### src/rtl/uart_pkg.sv
// Shared UART definitions: state encodings, data width and parity helper.
package uart_pkg;

  localparam int unsigned DATA_W = 8;

  typedef enum logic [2:0] {
    IDLE   = 3'd0,
    START  = 3'd1,
    DATA   = 3'd2,
    PARITY = 3'd3,
    STOP   = 3'd4
  } uart_state_e;

  // Even parity is the XOR of the data bits; odd parity is its inverse.
  function automatic logic parity_bit(input logic [DATA_W-1:0] d, input logic odd);
    return (^d) ^ odd;
  endfunction

endpackage

### src/rtl/tx_mod_baud_gen.sv
// Bit-period counter: strikes bit_end on the last cycle of each bit period.
// The sync clear holds the count at zero so a frame's first bit is full length.
module baud_gen #(
  parameter int unsigned CLKS_PER_BIT = 16
) (
  input  logic bclk,
  input  logic rst,
  input  logic clr,
  output logic bit_end
);

  localparam int unsigned CW = (CLKS_PER_BIT > 1) ? $clog2(CLKS_PER_BIT) : 1;
  localparam logic [CW-1:0] LAST = CW'(CLKS_PER_BIT - 1);

  logic [CW-1:0] cnt;

  // Count 0..CLKS_PER_BIT-1, wrap at each bit boundary, hold at zero while cleared.
  always_ff @(posedge bclk or posedge rst) begin
    if (rst)
      cnt <= '0;
    else if (clr || cnt == LAST)
      cnt <= '0;
    else
      cnt <= cnt + CW'(1);
  end

  assign bit_end = (cnt == LAST) && !clr;

endmodule

### src/rtl/tx_mod.sv
// UART transmitter: start bit, 8 data bits LSB first, optional parity, 1 or 2 stop bits.
module tx_mod
  import uart_pkg::*;
#(
  parameter int unsigned CLKS_PER_BIT = 16,
  parameter int unsigned PARITY_EN    = 0,
  parameter int unsigned PARITY_ODD   = 0,
  parameter int unsigned STOP_BITS    = 1
) (
  input  logic       bclk,
  input  logic       rst,
  input  logic [7:0] din,
  input  logic       wr,
  output logic       tx,
  output logic       tx_rdy,
  output logic       done
);

  uart_state_e       state;
  logic [DATA_W-1:0] shreg;
  logic [2:0]        bit_cnt;
  logic              stop_cnt;
  logic              par;
  logic              bit_end;

  baud_gen #(.CLKS_PER_BIT(CLKS_PER_BIT)) u_baud (
    .bclk    (bclk),
    .rst     (rst),
    .clr     (state == IDLE),
    .bit_end (bit_end)
  );

  // Frame sequencer; tx, tx_rdy and done are all registered here.
  // tx is loaded with the next bit value on the boundary edge, so shreg[1] is
  // presented while shreg shifts.
  always_ff @(posedge bclk or posedge rst) begin
    if (rst) begin
      state    <= IDLE;
      shreg    <= '0;
      bit_cnt  <= '0;
      stop_cnt <= 1'b0;
      par      <= 1'b0;
      tx       <= 1'b1;
      tx_rdy   <= 1'b1;
      done     <= 1'b0;
    end else begin
      done <= 1'b0;
      case (state)
        IDLE: begin
          tx     <= 1'b1;
          tx_rdy <= 1'b1;
          if (wr) begin
            shreg    <= din;
            par      <= parity_bit(din, PARITY_ODD != 0);
            bit_cnt  <= '0;
            stop_cnt <= 1'b0;
            tx       <= 1'b0;
            tx_rdy   <= 1'b0;
            state    <= START;
          end
        end
        START: begin
          if (bit_end) begin
            tx    <= shreg[0];
            state <= DATA;
          end
        end
        DATA: begin
          if (bit_end) begin
            if (bit_cnt == 3'd7) begin
              if (PARITY_EN != 0) begin
                tx    <= par;
                state <= PARITY;
              end else begin
                tx    <= 1'b1;
                state <= STOP;
              end
            end else begin
              bit_cnt <= bit_cnt + 3'd1;
              shreg   <= shreg >> 1;
              tx      <= shreg[1];
            end
          end
        end
        PARITY: begin
          if (bit_end) begin
            tx    <= 1'b1;
            state <= STOP;
          end
        end
        STOP: begin
          if (bit_end) begin
            if (stop_cnt || STOP_BITS == 1) begin
              done   <= 1'b1;
              tx_rdy <= 1'b1;
              state  <= IDLE;
            end else begin
              stop_cnt <= 1'b1;
            end
          end
        end
        default: state <= IDLE;
      endcase
    end
  end

endmodule

### config.mk
export PLATFORM = sky130hd
export DESIGN_NAME = tx_mod
export DESIGN_NICKNAME = d
export VERILOG_FILES = /design/src/rtl/uart_pkg.sv /design/src/rtl/tx_mod_baud_gen.sv /design/src/rtl/tx_mod.sv
export SDC_FILE = /design/constraint.sdc
export NUM_CORES = 1
export LEC_CHECK = 0
export BUFFER_PORTS_ARGS = -buffer_cell sky130_fd_sc_hd__buf_2
export CELL_PAD_IN_SITES_DETAIL_PLACEMENT = 0
export CELL_PAD_IN_SITES_GLOBAL_PLACEMENT = 1
export CORE_MARGIN = 2
export CORE_UTILIZATION = 30
export CTS_BUF_LIST = sky130_fd_sc_hd__clkbuf_4 sky130_fd_sc_hd__clkbuf_8
export CTS_CLUSTER_DIAMETER = 150
export DETAILED_ROUTE_END_ITERATION = 10
export PLACE_DENSITY_LB_ADDON = 0.08
export SYNTH_ARGS = -nofsm -noshare
export SYNTH_HDL_FRONTEND = slang
export SYNTH_HIERARCHICAL = 1
export SYNTH_SLANG_ARGS = --single-unit
export TNS_END_PERCENT = 5
### constraint.sdc
create_clock -name bclk -period 2.1 [get_ports bclk]
set_input_delay 0.105 -clock bclk [delete_from_list [all_inputs] [get_ports bclk]]
set_output_delay 0.105 -clock bclk [all_outputs]
set_load 0.005 [all_outputs]
# Word level (Yosys, flattened, before mapping)
# Cells that the tools add are included.
[classes] add_sub_neg=2 eq_ne=13 n_mux=25 reduce_logical=11
[ops] operator="$mux W3" n=9
[ops] operator="$mux W8" n=3
[ops] operator="$pmux W8 S2" n=1
[ops] operator="$pmux W3 S5" n=1
[ops] operator="$ne A2 B2 Y1 const B" n=7
[ops] operator="$reduce_and A4 Y1" n=2
[ops] operator="$mux W1" n=7
[ops] operator="$eq A3 B2 Y1 const B" n=2
[ops] operator="$eq A3 B3 Y1 const B" n=2
[ops] operator="$pmux W3 S2" n=1
[ops] operator="$reduce_and A6 Y1" n=1
[ops] operator="$add A4 B1 Y4 const B" n=1
[ops] operator="$eq A4 B4 Y1 const B" n=1
[ops] operator="$mux W4" n=1
[ops] operator="$pmux W1 S4" n=1
[ops] operator="$reduce_bool A2 Y1" n=2
[ops] operator="$reduce_bool A4 Y1" n=1
[ops] operator="$add A3 B1 Y3 const B" n=1
[ops] operator="$eq A3 B1 Y1 const B" n=1
[ops] operator="$logic_not A3 Y1" n=1
[ops] operator="$pmux W1 S2" n=1
[ops] operator="$reduce_and A2 Y1" n=1
[ops] operator="$logic_and A1 B1 Y1" n=1
[ops] operator="$logic_not A1 Y1" n=1
[ops] operator="$logic_or A1 B1 Y1" n=1
[word_totals] register_bits=21 input_bits=11 word_cells=58

# Logic depth before layout (Yosys ltp)
# Gate-level depths: netlist of the first run.
[depth] depth_word=5 depth_mapped=9

# Hierarchy
# The synthesis of the first run kept the hierarchy.
[modules_own_cells] module="tx_mod" n_inst=1 cells_per_inst=84 area_each_um2=937.1 seq_area_each_um2=427.9
[modules_own_cells] module="baud_gen" n_inst=1 cells_per_inst=15 area_each_um2=177.7 seq_area_each_um2=100.1

# Worst setup path before layout of the first run
# No wires, ideal clock.
[synth_timing] path_kind="register to register" from="reg state[1]" to="reg shreg[0]" setup_time_ns=0.125 arrival_ns=2.113 required_ns=1.975 path_slack_ns=-0.138 stages_incl_launch_ff=10 cell_sequence="dfrtp_1 buf_6 buf_2 nor3_1 nor2b_1 and3b_1 buf_6 o21a_1 buf_6 mux2_4"
[synth_between] elab_chain_len=5 word_cells_on_any_way=10 cone_classes="4 x eq/ne; 1 x mux; 5 x reduce/logical"
[synth_rtl] element="start, declared" line_no="tx_mod.sv:19" text="uart_state_e state;"
[synth_rtl] element="start signal, assigned" line_no="tx_mod.sv:38" text="state <= IDLE;"
[synth_rtl] element="start signal, assigned" line_no="tx_mod.sv:59" text="state <= START;"
[synth_rtl] element="start signal, assigned" line_no="tx_mod.sv:65" text="state <= DATA;"
[synth_rtl] element="$logic_not A3 Y1" line_no="tx_mod.sv:29" text=".clr (state == IDLE),"
[synth_rtl] element="$logic_not A1 Y1" line_no="tx_mod_baud_gen.sv:27" text="assign bit_end = (cnt == LAST) && !clr;"
[synth_rtl] element="$logic_and A1 B1 Y1" line_no="tx_mod_baud_gen.sv:27"
[synth_rtl] element="via bit_end" line_no="tx_mod.sv:24" text="logic bit_end;"
[synth_rtl] element="$ne A2 B2 Y1 (no source line)"
[synth_rtl] element="$reduce_and A4 Y1 (no source line)"
[synth_rtl] element="end signal, assigned" line_no="tx_mod.sv:53" text="shreg <= din;"
[synth_rtl] element="end signal, assigned" line_no="tx_mod.sv:80" text="shreg <= shreg >> 1;"
[synth_rtl] element="end, declared" line_no="tx_mod.sv:20" text="logic [DATA_W-1:0] shreg;"
# The timed path passes the listed nets, and every way through them passes these cells.
# A chain may end at the register's enable or synchronous reset.

# Worst setup path in the final report of the first run
[layout_timing] from="reg u_baud.cnt[0]" to="reg shreg[3]"
[layout_between] elab_chain_len=4
[layout_rtl] element="start, declared" line_no="tx_mod_baud_gen.sv:15" text="logic [CW-1:0] cnt;"
[layout_rtl] element="start signal, assigned" line_no="tx_mod_baud_gen.sv:24" text="cnt <= cnt + CW'(1);"
[layout_rtl] element="$eq A4 B4 Y1" line_no="tx_mod_baud_gen.sv:27"
[layout_rtl] element="$logic_and A1 B1 Y1" line_no="tx_mod_baud_gen.sv:27"
[layout_rtl] element="via bit_end" line_no="tx_mod.sv:24"
[layout_rtl] element="$ne A2 B2 Y1 (no source line)"
[layout_rtl] element="$reduce_and A4 Y1 (no source line)"
# The timed path passes the listed nets, and every way through them passes these cells.

==> metrics.yaml, run 1 <==
pwr:
  power_frac_comb_pct: 10.8
  seqPwrFrac_pct: 53.7
  intPower_uw: 617
  clkPwrFrac_pct: 35.5
  p_leak_uw: 0.000637
  p_sw_share_pct: 22.9
  power.density_nw_per_um2: 600
  switchingPower_uw: 183
  ir_worst_vdd_v: 0.000180
clock_network:
  cts_buffers: 3
  cts.sinks: 21
  insertion_delay_ps: 260
  cts.htree.levels: 1
  cts_root_buffer: "clkbuf_8"
  clk_pin_slew_worst_paths_ps: 80
  clk_path_buf_depth: 2
  cts_tree: "done"
setup_path:
  cp_top_family: "simple AND/OR/NAND/NOR gates"
  crit_arrival_ps: 2090
  crit_buf_inv: 0
  r2r.worst_path.cells: 6
  criticalPathCategory: "reg -> reg"
  r2r_slack_ps: 160
  cp-end-kind: "register"
  slowest_delay_ps: 420
  start_kind: "register"
  cpMaxStageDelayCell: "dfrtp_1"
  r2r_end: "shreg[3]"
  crit_required_ps: 2250
  path_cells: "ha_1 > and3_2 > nor2b_1 > and3b_1 > o21a_2 > mux2_4"
  critPathMaxFanout: 9
  r2r-start: "u_baud/cnt[0]"
sta:
  skew_ps: 3.90
  period_needed_ps: 1940
  finalSetupViolCount: 0
  maxSlewHeadroom_pct: 56.1
  max_freq_mhz: 516
  finalSetupTns_ps: 0
  hold_viol_final: 0
  slew_violations: 0
  fin_crit_sh_pct: 92.2
  tightest_slew_ps: 658
  timing.final.ws_setup_ps: 163
  rsz0062_at_grt: "no"
die:
  die_x_um: 65.0
  dieArea_um2: 4220
  pin_count: 14
  std_cell_rows: 22
  core_um2: 3610
  dieHeight_um: 65.0
  start_util_pct: 30.9
cells_and_area:
  nets: 136
  finalInstanceArea_um2: 1330
  area_delta_synth_final_pct: 19.6
  layout-drive-gt1-share_pct: 38.8
  insertedDiodeCount: 0
  final_core_util_pct: 37.0
route:
  vias_per_cell: 4.76
  postRouteAntennaNets: 0
  drt_wl_total_um: 2150
  dr.pass1.iters: 4
  vias: 804
  wire_per_inst_um: 12.7
  drt_iter0_drc: 19
  drc: 0
global_route:
  gr-usage-met3_pct: 2.95
  grt_usage_pct: 12.5
  grt_pass1_vias: 843
  top_usage_layer: "met2"
  grt_max_degree: 18
  grt_pass1_wl_um: 3990
  gr-usage-met2_pct: 19.6
  antenna_found_initial: 0
  grt-ovfl-total: 0
  use_met1_pct: 15.9
synthesis:
  syn_area_um2: 1110
  synth_top_area_share_pct: 42.6
  synth-async-reset-ratio_pct: 100
  yosys_warnings: 6
  ys_seq_area_share_pct: 47.4
  synth.avg_cell_area_um2: 11.3
  synth_nets: 113
  synth_cell_types: 34
  synth_seq_cells: 21
  synth_edf_count: 0
  ys.flop_type: "dfrtp_1"
  yosys.area.top_type: "dfrtp_1"
  yosys-top-cells-area: "dfrtp_1, mux2_4, mux2_2"
  synthCells: 99
min_path:
  worst_hold_startpoint: "din[7]"
  hold_path_depth: 3
  hold_path.class: "in -> reg"
  hold_path_end: "shreg[7]"
placement:
  port_buffers: 13
  dp_slack_ps: 48.9
  dp_hpwl_um: 1600
  dpl_cell_area_um2: 1270
  gp_congestion: 0.680
flow_run:
  drv_cap: 0
run_status:
  status: "finished, final reports clean"
## routing by layer
| layer | vias to the layer above | wire length, µm |
|---|---|---|
| met2 | 12 | 966 |
| li1 | 396 | - |
| met3 | 5 | 73 |
| met1 | 391 | 1060 |
| met4 | 0 | 52 |
| met5 | - | 0 |
## kinds of logic (layout without fill, tap and decap cells)
| group | Yosys count | in the layout | share of synthesized area, % |
|---|---|---|---|
| simple gates | 26 | 26 | 12.8 |
| fa+ha+maj | 3 | 3 | 3.37 |
| compound gates | 22 | 22 | 13.0 |
| xor+xnor | 1 | 1 | 0.786 |
| buf+inv | 12 | 34 | 6.17 |
| mux | 14 | 14 | 16.5 |
| flops | 21 | 21 | 47.4 |
## stage by stage
stage / hold WS (ps) / instances / power, µW
floorplan: -129 / 99 / 495
finish: 98.8 / 169 / 800
global placement: -1.29 / 164 / 523
CTS: 102 / 169 / 816
global route: 124 / 169 / 850
detailed placement: 2.42 / 164 / 525
## tightest hold or removal path, cell delays in order
cell,delay (ps)
buf_2,80
nand3_1,60
o21ai_0,80
## cells in the mapped netlist (2+ instances only)
library cell	count
mux2_2	7
nand3_1	4
buf_6	3
nor2b_1	2
o311ai_0	2
a21oi_1	8
nand2_1	4
mux2_4	7
a2bb2oi_1	2
nand2b_1	3
ha_1	3
clkbuf_1	2
nor2_1	4
inv_1	6
o21ai_0	3
dfrtp_1	19
nor3_1	2
dfstp_2	2
## what timing repair did
item | in CTS | in global routing
hold buffers | 1 | 0
setup buffers | 0 | 0
hold endpoints to repair | 19 | 0
resized for setup | 0 | 1
endpoints found under the setup margin | 0 | 7
## sequential cells by signal, summed over array words and instances (netlist names)
name	cells
state	3
done	1
u_baud/cnt	4
bit_cnt	3
tx	1
tx_rdy	1
shreg	8
## power by group through the flow
stage	logic (µW)	registers (µW)	clock network (µW)
global placement	85.5	437	0
finish	86.3	430	284
floorplan	59.7	435	0
CTS	88.9	430	297
global route	98.4	432	319
detailed placement	87.3	437	0
## cell type report
class                      instances  area, µm²
clock buffer                       4       48.8
fill                             370       2270
inverter                           6       22.5
multi-input combinational         66        524
sequential                        21        528
tap                               48       60.1
timing repair buffer              24        150
## worst max path at each step
| stage | cells after the start | end | startpoint |
|---|---|---|---|
| 2_1_floorplan | 9 | shreg[0] | state[1] |
| 3_3_place_gp | 6 | shreg[6] | u_baud/cnt[0] |
| 3_5_place_dp | 6 | shreg[3] | u_baud/cnt[0] |
| 4_1_cts | 6 | shreg[3] | u_baud/cnt[0] |
| 5_1_grt | 6 | shreg[3] | u_baud/cnt[0] |
| 6_report | 6 | shreg[3] | u_baud/cnt[0] |
## cells in the final DEF (no fill, tap or decap), types with 2 or more instances in the layout
cell	netlist	final
buf_2	1	13
o21ai_0	3	3
dfrtp_1	19	19
o311ai_0	2	2
a21oi_1	8	8
dfstp_2	2	2
nand3_1	4	4
a2bb2oi_1	2	2
clkbuf_8	0	3
nand2b_1	3	3
nor2_1	4	4
mux2_2	7	7
buf_4	0	10
ha_1	3	3
mux2_4	7	7
nand2_1	4	4
inv_1	6	6
nor2b_1	2	2
(Power assumes the default switching activity.)
==> run 2: changes to the inputs <==
ABC_AREA = 1   (was default)
clock period = 1.8 ns   (was 2.1 ns; I/O delays follow)
==> run 2 against run 1 <==
Net effect:
- fmax is 19% higher
- final area increased by 3.3%
- setup slack better by 12 ps
- non-clock buffer count is 2 lower
- clock-buffer cell count unchanged
- combinational power grew to 12 times the previous value
- sequential cell count stayed put
- sequential power grew 79%
- core utilization increased by 0.36 points
- power grew to 2.7 times the previous value
- largest cell class is now multi-input gates
==> metrics.yaml, run 2 <==
run_status:
  status: "finished, final reports clean"
global_route:
  grt-ovfl-total: 0
  grt_pass1_vias: 960
  grt_usage_pct: 13.3
  antenna_found_initial: 0
  grt_pass1_wl_um: 4460
  grt_max_degree: 18
cells_and_area:
  top_regs: "shreg (8), u_baud/cnt (4)"
  insertedDiodeCount: 0
  final_common_cell: "nand2_1"
  area_delta_synth_final_pct: 19.3
  layout_common_cells: "nand2_1, dfrtp_1, nand3_1, buf_2, inv_1"
  layout-drive-gt1-share_pct: 22.7
  nets: 191
  largest_register_ffs: 8
  regMostFlops: "shreg"
  final_core_util_pct: 37.3
min_path:
  hold_path.class: "in -> reg"
setup_path:
  cp-end-kind: "register"
  critPathMaxFanout: 7
  criticalPathCategory: "reg -> reg"
  cpMaxStageDelayCell: "dfrtp_1"
  slowest_delay_ps: 410
  start_kind: "register"
  crit_required_ps: 2010
  path_cells: "inv_1 > nand2_1 > inv_1 > nor3_2 > inv_1 > nand3_1 > nand2_1 > inv_2 > buf_4 > nand3_1 > nand2_1"
  crit_arrival_ps: 1840
  crit_buf_inv: 5
  cp_top_family: "simple AND/OR/NAND/NOR gates"
synthesis:
  ys.flop_type: "dfrtp_1"
  yosys_warnings: 6
  synth_nets: 168
  ys_seq_area_share_pct: 45.7
  synthCells: 154
  synth_edf_count: 0
  synth_seq_cells: 21
  synth_cell_types: 23
  yosysMostFrequentCell: "nand2_1"
  yosys.area.top_type: "dfrtp_1"
  syn_area_um2: 1150
  synth_top_area_share_pct: 41.2
  synth_commonest_cells: "nand2_1, dfrtp_1, nand3_1"
  synth.avg_cell_area_um2: 7.50
  synth-async-reset-ratio_pct: 100
  yosys-top-cells-area: "dfrtp_1, nand2_1, nand3_1"
clock_network:
  cts_tree: "done"
  clk_pin_slew_worst_paths_ps: 80
  cts.htree.levels: 1
  cts.sinks: 21
  cts_root_buffer: "clkbuf_8"
  clk_path_buf_depth: 2
  cts_buffers: 3
  insertion_delay_ps: 270
placement:
  gp_congestion: 0.763
  dp_hpwl_um: 1860
  port_buffers: 13
  dp_slack_ps: 115
sta:
  fin_crit_sh_pct: 90.2
  tightest_slew_ps: 708
  slew_violations: 0
  maxSlewHeadroom_pct: 52.7
  whs_ps: 61.9
  finalSetupViolCount: 0
  skew_ps: 5.61
  max_freq_mhz: 616
  timing.final.ws_setup_ps: 176
  hold_viol_final: 0
  period_needed_ps: 1620
route:
  vias: 1008
  drt_iter0_drc: 85
  postRouteAntennaNets: 0
  drc: 0
  drt_wl_total_um: 2550
  dr.pass1.iters: 4
  vias_per_cell: 4.50
  wire_per_inst_um: 11.4
die:
  core_um2: 3690
  dieArea_um2: 4360
  die_x_um: 66.0
  std_cell_rows: 22
  start_util_pct: 31.3
  dieHeight_um: 66.0
  pin_count: 14
pwr:
  power.density_nw_per_um2: 1550
  p_leak_uw: 0.000758
  ir_worst_vdd_v: 0.000470
flow_run:
  drv_cap: 0
run 2: cell types whose count changed in the layout (fill, tap and decap cells not counted), moves of 3 or more:
cell	change
nor2_2	+3
mux2_4	-7
nand2_1	+62
inv_2	+3
nand2b_1	-3
nand3_1	+11
inv_1	+6
mux2_2	-7
a21oi_1	-7
nor2_1	+7
run 2: cells by family after synthesis:
logic type / share of synthesized area, %
buffers and inverters: 7.58
AO/OA/AOI/OAI: 4.01
adder cells (fa/ha/maj): 3.25
flip-flops: 45.7
AND/OR/NAND/NOR: 39.4
run 2: timing repair:
action / CTS / global route
hold buffers: 1 / 0
setup buffers: 0 / 0
setup endpoints to repair: 0 / 11
resized for setup: 0 / 2
endpoints found under the hold margin: 19 / 0
run 2: worst reg2reg max path, delay by kind of cell, from the launching register on:
family	cells	cell delay, ps
simple gates	6	630
buf+inv	5	530
flops	1	410
run 2: metrics by stage:
stage	setup TNS [ps]	power, µW	instance area, µm²	instances
detailed placement	0	1800	1310	219
CTS	0	2150	1370	224
finish	0	2140	1380	224
global placement	0	1800	1310	219
global route	-13.6	2380	1380	224
floorplan	0	1550	1150	154
run 2: where the power goes:
part | total (µW) | internal (µW) | switching [µW]
clock | 341 | 173 | 168
combinational | 1030 | 386 | 641
sequential | 769 | 662 | 107
run 2: layer usage:
metal  wire, µm  vias to the layer above  GRT usage (%)
li1           -                      524              -
met2       1080                       18           20.1
met3        107                        5           2.73
met1       1320                      461           19.0
met5          0                        -              0
met4         40                        0           4.59
run 2: worst paths after layout:
kind	start	endpoint	slack (ps)	cells after the start
min in group asynchronous	rst	u_baud/cnt[3]	250	3
worst min register to register	tx	tx	470	2
worst min-delay path	din[7]	shreg[7]	60	3
worst max-delay path	state[2]	shreg[6]	180	11
worst max register to register	state[2]	shreg[6]	180	11
max in group asynchronous	rst	state[1]	870	3
run 2: layout make-up:
type                       count  area, µm²
inverter                      15       56.3
clock buffer                   4       48.8
sequential                    21        528
multi-input combinational    114        549
timing repair buffer          22        135
tap                           48       60.1
fill                         407       2310
